`config.mk`:
```
export PLATFORM = sky130hd
export DESIGN_NAME = spi_mnrch_gen
export DESIGN_NICKNAME = d
export VERILOG_FILES = /design/src/rtl/spi_mnrch_gen.sv
export SDC_FILE = /design/constraint.sdc
export NUM_CORES = 1
export LEC_CHECK = 0
export BUFFER_PORTS_ARGS = -buffer_cell sky130_fd_sc_hd__buf_2
export CAP_MARGIN = 15
export CORE_ASPECT_RATIO = 1.2
export CORE_MARGIN = 2
export CORE_UTILIZATION = 45
export DETAILED_ROUTE_END_ITERATION = 16
export PLACE_DENSITY = 0.68
export SYNTH_ARGS = -nofsm -noshare
export SYNTH_HDL_FRONTEND = slang
export SYNTH_SLANG_ARGS = --single-unit
```
`constraint.sdc`:
```
create_clock -name clk -period 5.05 [get_ports clk]
set_clock_uncertainty 0.05 [all_clocks]
set_input_delay 1.01 -clock clk [delete_from_list [all_inputs] [get_ports clk]]
set_output_delay 1.01 -clock clk [all_outputs]
set_load 0.01 [all_outputs]
```
`src/rtl/spi_mnrch_gen.sv`:
```
`timescale 1ns/1ps
// spi_mnrch_gen: parametrised full-duplex SPI monarch.
// SCLK idles high, MISO is sampled as SCLK is about to rise, MSB first.
// Multi-word bursts can keep one serf selected by setting hold on each word.
// Optional build macro SPI_MNRCH_WRT_ERR_EN adds the wrt_err pulse output.
module spi_mnrch_gen #(
    parameter int DATA_W = 16,
    parameter int DIV_W  = 5,
    parameter int NUM_SS = 2
) (
    input  logic                      clk,
    input  logic                      rst,
    input  logic                      wrt,
    input  logic [DATA_W-1:0]         wt_data,
    input  logic [$clog2(NUM_SS)-1:0] ss_sel,
    input  logic                      hold,
    output logic [DATA_W-1:0]         rd_data,
    output logic                      done,
    output logic                      busy,
    output logic [NUM_SS-1:0]         SS_n,
    output logic                      SCLK,
    output logic                      MOSI,
    output logic [1:0]                state_dbg,
`ifdef SPI_MNRCH_WRT_ERR_EN
    output logic                      wrt_err,
`endif
    input  logic                      MISO
);

    // Handshake: wrt is a single-cycle request. It is accepted on the edge
    // where wrt=1, busy=0 and ss_sel < NUM_SS; busy rises on that edge and
    // falls on the edge that raises done. Any other wrt is dropped.

    localparam int SS_W  = $clog2(NUM_SS);
    localparam int CNT_W = $clog2(DATA_W + 1);
    localparam logic [DIV_W-1:0] DIV_ONES     = '1;
    localparam logic [DIV_W-1:0] DIV_LOAD     = {2'b10, {(DIV_W-2){1'b1}}};
    localparam logic [DIV_W-1:0] DIV_PRE_RISE = {1'b0, {(DIV_W-1){1'b1}}};
    localparam logic [CNT_W-1:0] CNT_FULL     = CNT_W'(DATA_W);

    typedef enum logic [1:0] {IDLE = 2'd0, FRONT = 2'd1, SHIFT = 2'd2, BACK = 2'd3} state_t;

    state_t              state, state_nxt;
    logic [DIV_W-1:0]    div;
    logic [DATA_W-1:0]   shreg;
    logic [CNT_W-1:0]    bit_cnt;
    logic [SS_W-1:0]     sel_r;
    logic [SS_W-1:0]     sel_nxt;
    logic                hold_r;
    logic [NUM_SS-1:0]   ss_n_r;
    logic                accept;
    logic                shift_en;
    logic                finish;
    logic                div_run;

    // State register.
    always_ff @(posedge clk) begin
        if (rst) state <= IDLE;
        else     state <= state_nxt;
    end

    // Next-state logic: front porch, DATA_W bit slots, back porch.
    always_comb begin
        state_nxt = state;
        case (state)
            IDLE:  if (accept) state_nxt = FRONT;
            FRONT: if (div == DIV_ONES) state_nxt = SHIFT;
            SHIFT: if (bit_cnt == CNT_FULL) state_nxt = BACK;
            BACK:  if (div == DIV_ONES) state_nxt = IDLE;
            default: state_nxt = IDLE;
        endcase
    end

    // Output/strobe decode; a held burst keeps the previously used select.
    always_comb begin
        accept   = wrt && !busy && (32'(ss_sel) < NUM_SS);
        shift_en = (state == SHIFT) && (div == DIV_PRE_RISE);
        finish   = (state == BACK) && (div == DIV_ONES);
        div_run  = (state != IDLE) && !finish;
        sel_nxt  = hold_r ? sel_r : ss_sel;
    end

    // Datapath: divider, shift register, bit counter, status and selects.
    always_ff @(posedge clk) begin
        if (rst) begin
            div     <= DIV_ONES;
            shreg   <= '0;
            bit_cnt <= '0;
            busy    <= 1'b0;
            done    <= 1'b0;
            rd_data <= '0;
            ss_n_r  <= '1;
            sel_r   <= '0;
            hold_r  <= 1'b0;
        end else if (accept) begin
            shreg   <= wt_data;
            div     <= DIV_LOAD;
            bit_cnt <= '0;
            done    <= 1'b0;
            busy    <= 1'b1;
            sel_r   <= sel_nxt;
            hold_r  <= hold;
            ss_n_r  <= ~(NUM_SS'(1) << sel_nxt);
        end else begin
            if (div_run) div <= div + 1'b1;
            if (shift_en) begin
                shreg   <= {shreg[DATA_W-2:0], MISO};
                bit_cnt <= bit_cnt + 1'b1;
            end
            if (finish) begin
                done    <= 1'b1;
                busy    <= 1'b0;
                rd_data <= shreg;
                if (!hold_r) ss_n_r <= '1;
            end
        end
    end

`ifdef SPI_MNRCH_WRT_ERR_EN
    // One-cycle flag for each request that was dropped.
    always_ff @(posedge clk) begin
        if (rst) wrt_err <= 1'b0;
        else     wrt_err <= wrt && !accept;
    end
`endif

    assign SCLK      = div[DIV_W-1];
    assign MOSI      = shreg[DATA_W-1];
    assign SS_n      = ss_n_r;
    assign state_dbg = state;

endmodule
```
Word level (Yosys, flattened, before mapping) --
Index checks and enable logic that the tools add are counted.
Storage, ports and cells: register bits 50, memories 0, latch bits 0, word-level logic and storage cells 57, bits of input ports 22, ROM bits 0, RAM bits 0
Operators by class: muxes and demuxes 15, shift operators 1, reduce and logical (&&, ||, !) cells 15, order comparisons 0, $mul 0, bitwise logic cells 2, div/mod/pow operators 0, add/sub/neg operators 2, equality and inequality tests 11
Operator list (number):
- $mux W16 | 2
- $mux W2 | 7
- $add A5 B1 Y5 const B | 2
- $eq A5 B5 Y1 const B | 2
- $mux W4 | 2
- $pmux W2 S4 | 1
- $reduce_bool A2 Y1 | 4
- $ne A2 B2 Y1 const B | 3
- $eq A5 B4 Y1 const B | 1
- $eq A2 B2 Y1 const B | 2
- $logic_and A1 B1 Y1 | 4
- $ne A2 B1 Y1 const B | 2
- $reduce_and A2 Y1 | 2
- $reduce_and A4 Y1 | 1
- $mux W1 | 3
- $eq A2 B1 Y1 const B | 1
- $logic_not A1 Y1 | 2
- $logic_not A2 Y1 | 1
- $not A2 Y2 | 1
- $reduce_or A2 Y1 | 1
- $shl A1 B1 Y2 const A | 1
- $not A1 Y1 | 1

Longest topological paths before layout --
Gate-level depths: netlist of run 1.
depth after elaboration 6, gate-level depth with buffers 7, gate-level depth less buffers 6

Least setup slack after synthesis of run 1 --
OpenSTA, ideal clock, no wires.
kind input port to flip-flop, start point input port wrt, end point register state[0], in the netlist state_dbg[0], arrival 1700 ps, slack 3242 ps, data required time 4942 ps, path buffers 1, cell stages on the path 4, setup time 58 ps, path through nand2b_1 -> buf_2 -> a221oi_2 -> o221a_2
On the way: cells in the longest elaborated chain, start to end 3
RTL lines:
- start, declared | RTL line 13 | input logic wrt,
- $logic_and A1 B1 Y1 | RTL line 76 | accept = wrt && !busy && (32'(ss_sel) < NUM_SS);
- $ne A2 B2 Y1 (no source line)
- $reduce_and A4 Y1 (no source line)
- end signal, assigned | RTL line 59 | else state <= state_nxt;
- end, declared | RTL line 43 | state_t state, state_nxt;
No other way between the ends. A chain may end at the register's enable or synchronous reset.

Worst setup path after layout of run 1 --
start point register div[0], end point register shreg[11]
On the way: cells in the longest elaborated chain, start to end 3
RTL lines:
- start, declared | RTL line 44 | logic [DIV_W-1:0] div;
- start signal, assigned | RTL line 105 | if (div_run) div <= div + 1'b1;
- $eq A5 B4 Y1 | RTL line 77 | shift_en = (state == SHIFT) && (div == DIV_PRE_RISE);
- $logic_and A1 B1 Y1 | RTL line 77
- $reduce_bool A2 Y1 (no source line)
- end signal, assigned | RTL line 96 | shreg <= wt_data;
- end signal, assigned | RTL line 107 | shreg <= {shreg[DATA_W-2:0], MISO};
- end, declared | RTL line 45 | logic [DATA_W-1:0] shreg;
No other way between the ends.

==> results of run 1 <==
==> sequential cells by signal, summed over array words and instances (netlist names) <==
name,flops
SS_n,2
bit_cnt,5
busy,1
div,5
done,1
hold_r,1
rd_data,16
sel_r,1
shreg,16
state_dbg,2
==> through the flow <==
step	util (%)	power, W
after global placement	51.56	0.0007251
after detailed placement	51.56	0.0007305
after global routing	53.89	0.001060
final	53.89	0.001000
after CTS	53.89	0.001008
after floorplan	-	0.0006741
==> worst max-delay path: cells and delay by family, from the launching register on <==
| kind | cells | cell delay, ps |
|---|---|---|
| flip-flops | 1 | 380 |
| adder cells (fa/ha/maj) | 2 | 860 |
| AO/OA/AOI/OAI | 1 | 100 |
| AND/OR/NAND/NOR | 3 | 770 |
==> layer usage <==
layer	global-route usage (%)	routed length, um
met5	0	0
met4	6.600	69
met3	5.322	298
met2	32.62	2497
met1	24.41	2193
==> final cells by class <==
class | instances | area, um2
inverter | 7 | 26.28
tap | 58 | 72.57
fill | 465 | 2150
timing repair buffer | 45 | 225.2
clock inverter | 3 | 40.04
multi-input combinational | 186 | 1079
sequential | 50 | 1001
clock buffer | 5 | 68.82
==> placed cells by master (no fill, tap or decap), types with 5 or more instances in the layout <==
master	n
a21oi_1	22
a311oi_1	16
buf_2	45
clkbuf_8	5
dfxtp_1	50
ha_1	9
inv_1	7
nand2_1	27
nand3_1	36
nor2_1	25
o21ai_0	24
==> final timing paths <==
kind / start / to / depth (start not counted)
max reg2reg: div[0]$_SDFFE_PP1P_ / shreg[11]$_SDFFE_PP0P_ / 6
max: div[0]$_SDFFE_PP1P_ / shreg[11]$_SDFFE_PP0P_ / 6
min: shreg[5]$_SDFFE_PP0P_ / rd_data[5]$_SDFFE_PP0P_ / 2
min reg2reg: shreg[5]$_SDFFE_PP0P_ / rd_data[5]$_SDFFE_PP0P_ / 2
==> power breakdown <==
| part | internal, W | leakage [nW] | switching (W) |
|---|---|---|---|
| registers | 0.000430 | 0.409 | 0.0000320 |
| clock network | 0.000146 | 0.0579 | 0.000133 |
| logic | 0.000104 | 0.531 | 0.000155 |
| total | 0.000681 | 0.998 | 0.000320 |
==> cells by family (layout without fill, tap and decap cells) <==
| group | count (synthesis) | count (layout) | synth area share, % |
|---|---|---|---|
| AO/OA/AOI/OAI | 69 | 69 | 20.01 |
| XOR/XNOR | 3 | 3 | 1.191 |
| adder cells (fa/ha/maj) | 9 | 9 | 5.102 |
| buffers and inverters | 27 | 60 | 5.895 |
| flip-flops | 50 | 50 | 45.35 |
| multiplexers | 2 | 2 | 0.9071 |
| AND/OR/NAND/NOR | 103 | 103 | 21.54 |
==> out/qor.yml, run 1 <==
layout:
  synthToLayoutAreaGrowth_pct: 13.83
  antenna_cells: 0
  drive_above_1_share_pct: 20.27
  final_area_um2: 2512
  final_nets: 326
  final_cells: 354
clocking:
  root_buffer: "clkbuf_8"
  ctsHoldBuffers: 0
  clock_path_buffers: 2
  clk_pin_slew_ps: 90
  tritoncts: "yes"
  clkSinkCount: 50
  cts_resized: 0
  worstSkewPairLatency_ps: 310
  h-tree-depth: 2
  cts_setup_buffers: 0
  cts_buffers: 5
grt:
  grt_start_max_net_pins: 53
  antenna_found_initial: 0
  track_usage_pct: 19.70
  overflow: 0
  grt_pass1_vias: 1770
  grt_pass1_wl_um: 8293
sta:
  fmaxAchievable_mhz: 430.1
  max-slew-margin-rel_pct: 37.33
  slew_violations: 0
  post-route-min-period_ps: 2325
  finalCritPeriodShare_pct: 46.04
  fin_ws_ps: 2725
  hold_violations: 0
  worstMarginPinSlew_ps: 940.0
  finalSetupViolCount: 0
  tns_ps: 0
  rsz0062_at_grt: "no"
  hold-worst-slack_ps: 426.6
routing:
  firstDrtPassIters: 4
  final_antenna_net_count: 0
  vias_per_cell: 5.568
  avgRoutedWirePerCell_um: 14.29
  wl_um: 5059
  vias: 1971
  drt_iter0_drc: 153
  route.detailed.drc: 0
place:
  gp_congestion: 0.7110
  place_inst: 346
  place_area_um2: 2404
  place_ws_ps: 2562
  port_buffers: 45
  dp_hpwl_um: 3369
synthesis:
  synthesis.area_um2: 2207
  ys.flop_type: "dfxtp_1"
  syn_avg_cell_area_um2: 8.392
  ys_ff_latch: 50
  yosysTopAreaCellShare_pct: 45.35
  syn-instance-count: 263
  ys_top_cells_by_count: "dfxtp_1 (50), nand3_1 (36), nand2_1 (27)"
  synth_top_cell_by_area: "dfxtp_1"
  synthDistinctLibCells: 34
  syn_nets: 294
  ys_top_cells_by_area: "dfxtp_1 (45%), nand3_1 (8.2%), a311oi_1 (6.3%)"
  yosysMostFrequentCell: "dfxtp_1"
  ys_seq_area_share_pct: 45.35
  synth_edf_count: 0
  synthArstFlopShare_pct: 0
  yosys_warnings: 0
min_path:
  holdCritPathClass: "register to register"
critical_path:
  arrival_ps: 2410
  crit_chain: "ha_1 -> and3_1 -> ha_1 -> nand2_2 -> nand2_1 -> a311oi_1"
  r2r_slack_ps: 2730
  worstSetupEndpointType: "register"
  criticalPathCategory: "register to register"
  crit_top_cell: "ha_1"
  cpMaxStageDelayCell: "ha_1"
  slowest_delay_ps: 660
  cp_max_fo: 20
  startpoint_type: "register"
  cp.required_ps: 5140
power:
  p_per_area_nw_per_um2: 398.1
  ir_worst_vdd_mv: 0.2625
  p_leak_nw: 0.9975
die:
  num_rows: 27
  die_w_um: 67.93
  die_area_um2: 5483
  io_pins: 46
  dieHeight_um: 80.72
  start_util_pct: 47.34
  core-area_um2: 4662
outcome:
  status: "finished, final reports clean"
run:
  cap_violations: 0
Note: power is estimated with default switching activity, not from simulation.
==> inputs of run 2 (changes only) <==
PLACE_DENSITY = 0.7   (was 0.68)
clock period = 1.9 ns   (was 5.05 ns; I/O delays follow)
==> run 2 against run 1 <==
Net effect:
- setup slack lost 2600 ps
- flip-flop and latch count is the same
- clock-buffer cell count grew 2
- routed wire length shrank 1.1%
- register-to-register slack lost 2600 ps
- fmax grew 32%
- worst hold slack lost 150 ps
- via count grew 1.1%
- critical path depth is the same
- die area is the same
- non-clock buffer count grew 9
- sequential share of layout area shrank 1.5 points
- critical path type unchanged
- critical endpoint is now state_dbg[0]$_SDFFE_PP0P_
- largest cell class unchanged
- highest routed layer unchanged
==> out/qor.yml, run 2 (synthesis results as in run 1) <==
sta:
  hold-worst-slack_ps: 274.0  # -152.7 ps
  finalSetupViolCount: 0  # unchanged
  rsz0062_at_grt: "no"
  worstMarginPinSlew_ps: 400.1  # -539.9 ps
  hold_violations: 0  # unchanged
  tns_ps: 0  # unchanged
  slew_violations: 0  # unchanged
  finalCritPeriodShare_pct: 92.38  # +46 points
  max-slew-margin-rel_pct: 73.33  # +36 points
  fmaxAchievable_mhz: 569.7  # +32%
  post-route-min-period_ps: 1755  # -569.7 ps
critical_path:
  cp_max_fo: 5  # -75%
  arrival_ps: 1950  # -460 ps
  worstSetupEndpointType: "register"
  critPathTopFamily: "compound AO/OA/AOI/OAI gates"
  startpoint_type: "register"
  slowest_delay_ps: 370  # -290 ps
  criticalPathCategory: "register to register"
  crit_chain: "ha_1 -> and3_1 -> ha_2 -> o21ba_2 -> a221oi_2 -> o221a_2"
  cp.required_ps: 2100  # -3040 ps
  cpMaxStageDelayCell: "dfxtp_1"
  worst-path-buf-inv: 0  # unchanged
layout:
  final_nets: 335  # +2.8%
  final_cells: 363  # +2.5%
  final_common_cell: "dfxtp_1"
  post-route-util_pct: 56.07  # +2.2 points
  synthToLayoutAreaGrowth_pct: 18.42
  layout_common_cells: "dfxtp_1 (50), buf_2 (45), nand3_1 (36)"
  top_regs: "rd_data x16, shreg x16"
  drive_above_1_share_pct: 22.95  # +2.7 points
  nFillCells: 457  # -1.7%
  antenna_cells: 0  # unchanged
min_path:
  holdCritPathClass: "input pin to register"
run:
  cap_violations: 0  # unchanged
clocking:
  worstSkewPairLatency_ps: 300  # about the same
  ctsHoldBuffers: 0  # unchanged
  tritoncts: "yes"
  cts_resized: 0  # unchanged
  h-tree-depth: 2  # unchanged
  clock_path_buffers: 2  # unchanged
  clkSinkCount: 50  # unchanged
  root_buffer: "clkbuf_8"
  cts_buffers: 5  # unchanged
  clk_pin_slew_ps: 80  # about the same
  cts_setup_buffers: 0  # unchanged
routing:
  vias: 1992  # +1.1%
  avgRoutedWirePerCell_um: 13.78  # -3.6%
  firstDrtPassIters: 4  # unchanged
  wl_um: 5002  # -1.1%
  final_antenna_net_count: 0  # unchanged
  route.detailed.drc: 0  # unchanged
  vias_per_cell: 5.488  # -1.4%
  drt_iter0_drc: 147  # -3.9%
power:
  p_leak_nw: 1.057  # +6.0%
  power.total_w: 0.002736  # +170%
  ir_worst_vdd_mv: 0.7140  # +170%
  p_per_area_nw_per_um2: 1047  # +160%
die:
  core-area_um2: 4662  # unchanged
  dieHeight_um: 80.72  # unchanged
  num_rows: 27  # unchanged
  start_util_pct: 47.34  # unchanged
  die_area_um2: 5483  # unchanged
  die_w_um: 67.93  # unchanged
  io_pins: 46  # unchanged
grt:
  grt_start_max_net_pins: 41  # -23%
  grt_pass1_vias: 1860  # +5.1%
  track_usage_pct: 19.64  # -0.062 points
  grt_pass1_wl_um: 8362  # +0.83%
  antenna_found_initial: 0  # unchanged
  overflow: 0  # unchanged
place:
  gp_congestion: 0.8101  # +14%
  place_inst: 355  # +2.6%
  port_buffers: 45  # unchanged
  dp_hpwl_um: 3496  # +3.8%
outcome:
  status: "finished, final reports clean"
==> run 2: path summary, 6_finish.rpt <==
| path | startpoint | to | slack, ps | cells after the start |
|---|---|---|---|---|
| setup / recovery | div[0]$_SDFFE_PP1P_ | state_dbg[0]$_SDFFE_PP0P_ | 140 | 6 |
| hold / removal | hold | hold_r$_SDFFE_PP0P_ | 270 | 3 |
| setup reg to reg | div[0]$_SDFFE_PP1P_ | state_dbg[0]$_SDFFE_PP0P_ | 140 | 6 |
| hold reg to reg | rd_data[8]$_SDFFE_PP0P_ | rd_data[8]$_SDFFE_PP0P_ | 420 | 2 |
==> run 2: metal layers <==
metal  vias up  track usage [%]  part of all wire, %
met5         -                0                    0
met4         0            5.600                  1.1
met3         9            4.622                  4.3
met2        45            32.62                   50
met1       926            25.07                   45
li1       1012                -                    -
==> run 2: worst register-to-register path: stages, from the launching register on <==
cell and delay, ps:
dfxtp_1 370, ha_1 190, and3_1 200, ha_2 240
o21ba_2 190, a221oi_2 230, o221a_2 240
==> run 2: area by class of cell <==
type                    count  area [um2]  share of cell area (%)
well taps                  58       72.57                   2.776
multi-input cells         186        1090                   41.69
inverters                   7       26.28                   1.005
clock inverters             1       30.03                   1.149
repair buffers             54       317.8                   12.16
flip-flops and latches     50        1001                   38.30
clock buffers               7       76.32                   2.920
==> run 2: stage by stage <==
stage	worst slack (ps)	area, um2
after CTS	58.03	2603
after global routing	8.686	2614
final	144.8	2614
after detailed placement	82.12	2496
after global placement	137.6	2496
after floorplan	173.1	2207
==> run 2: report_power, final <==
group / leakage (nW) / switching, W / internal, W / total [W]
combinational: 0.595 / 0.000438 / 0.000341 / 0.000779
sequential: 0.409 / 0.0000809 / 0.00114 / 0.00122
clock: 0.0524 / 0.000338 / 0.000394 / 0.000732
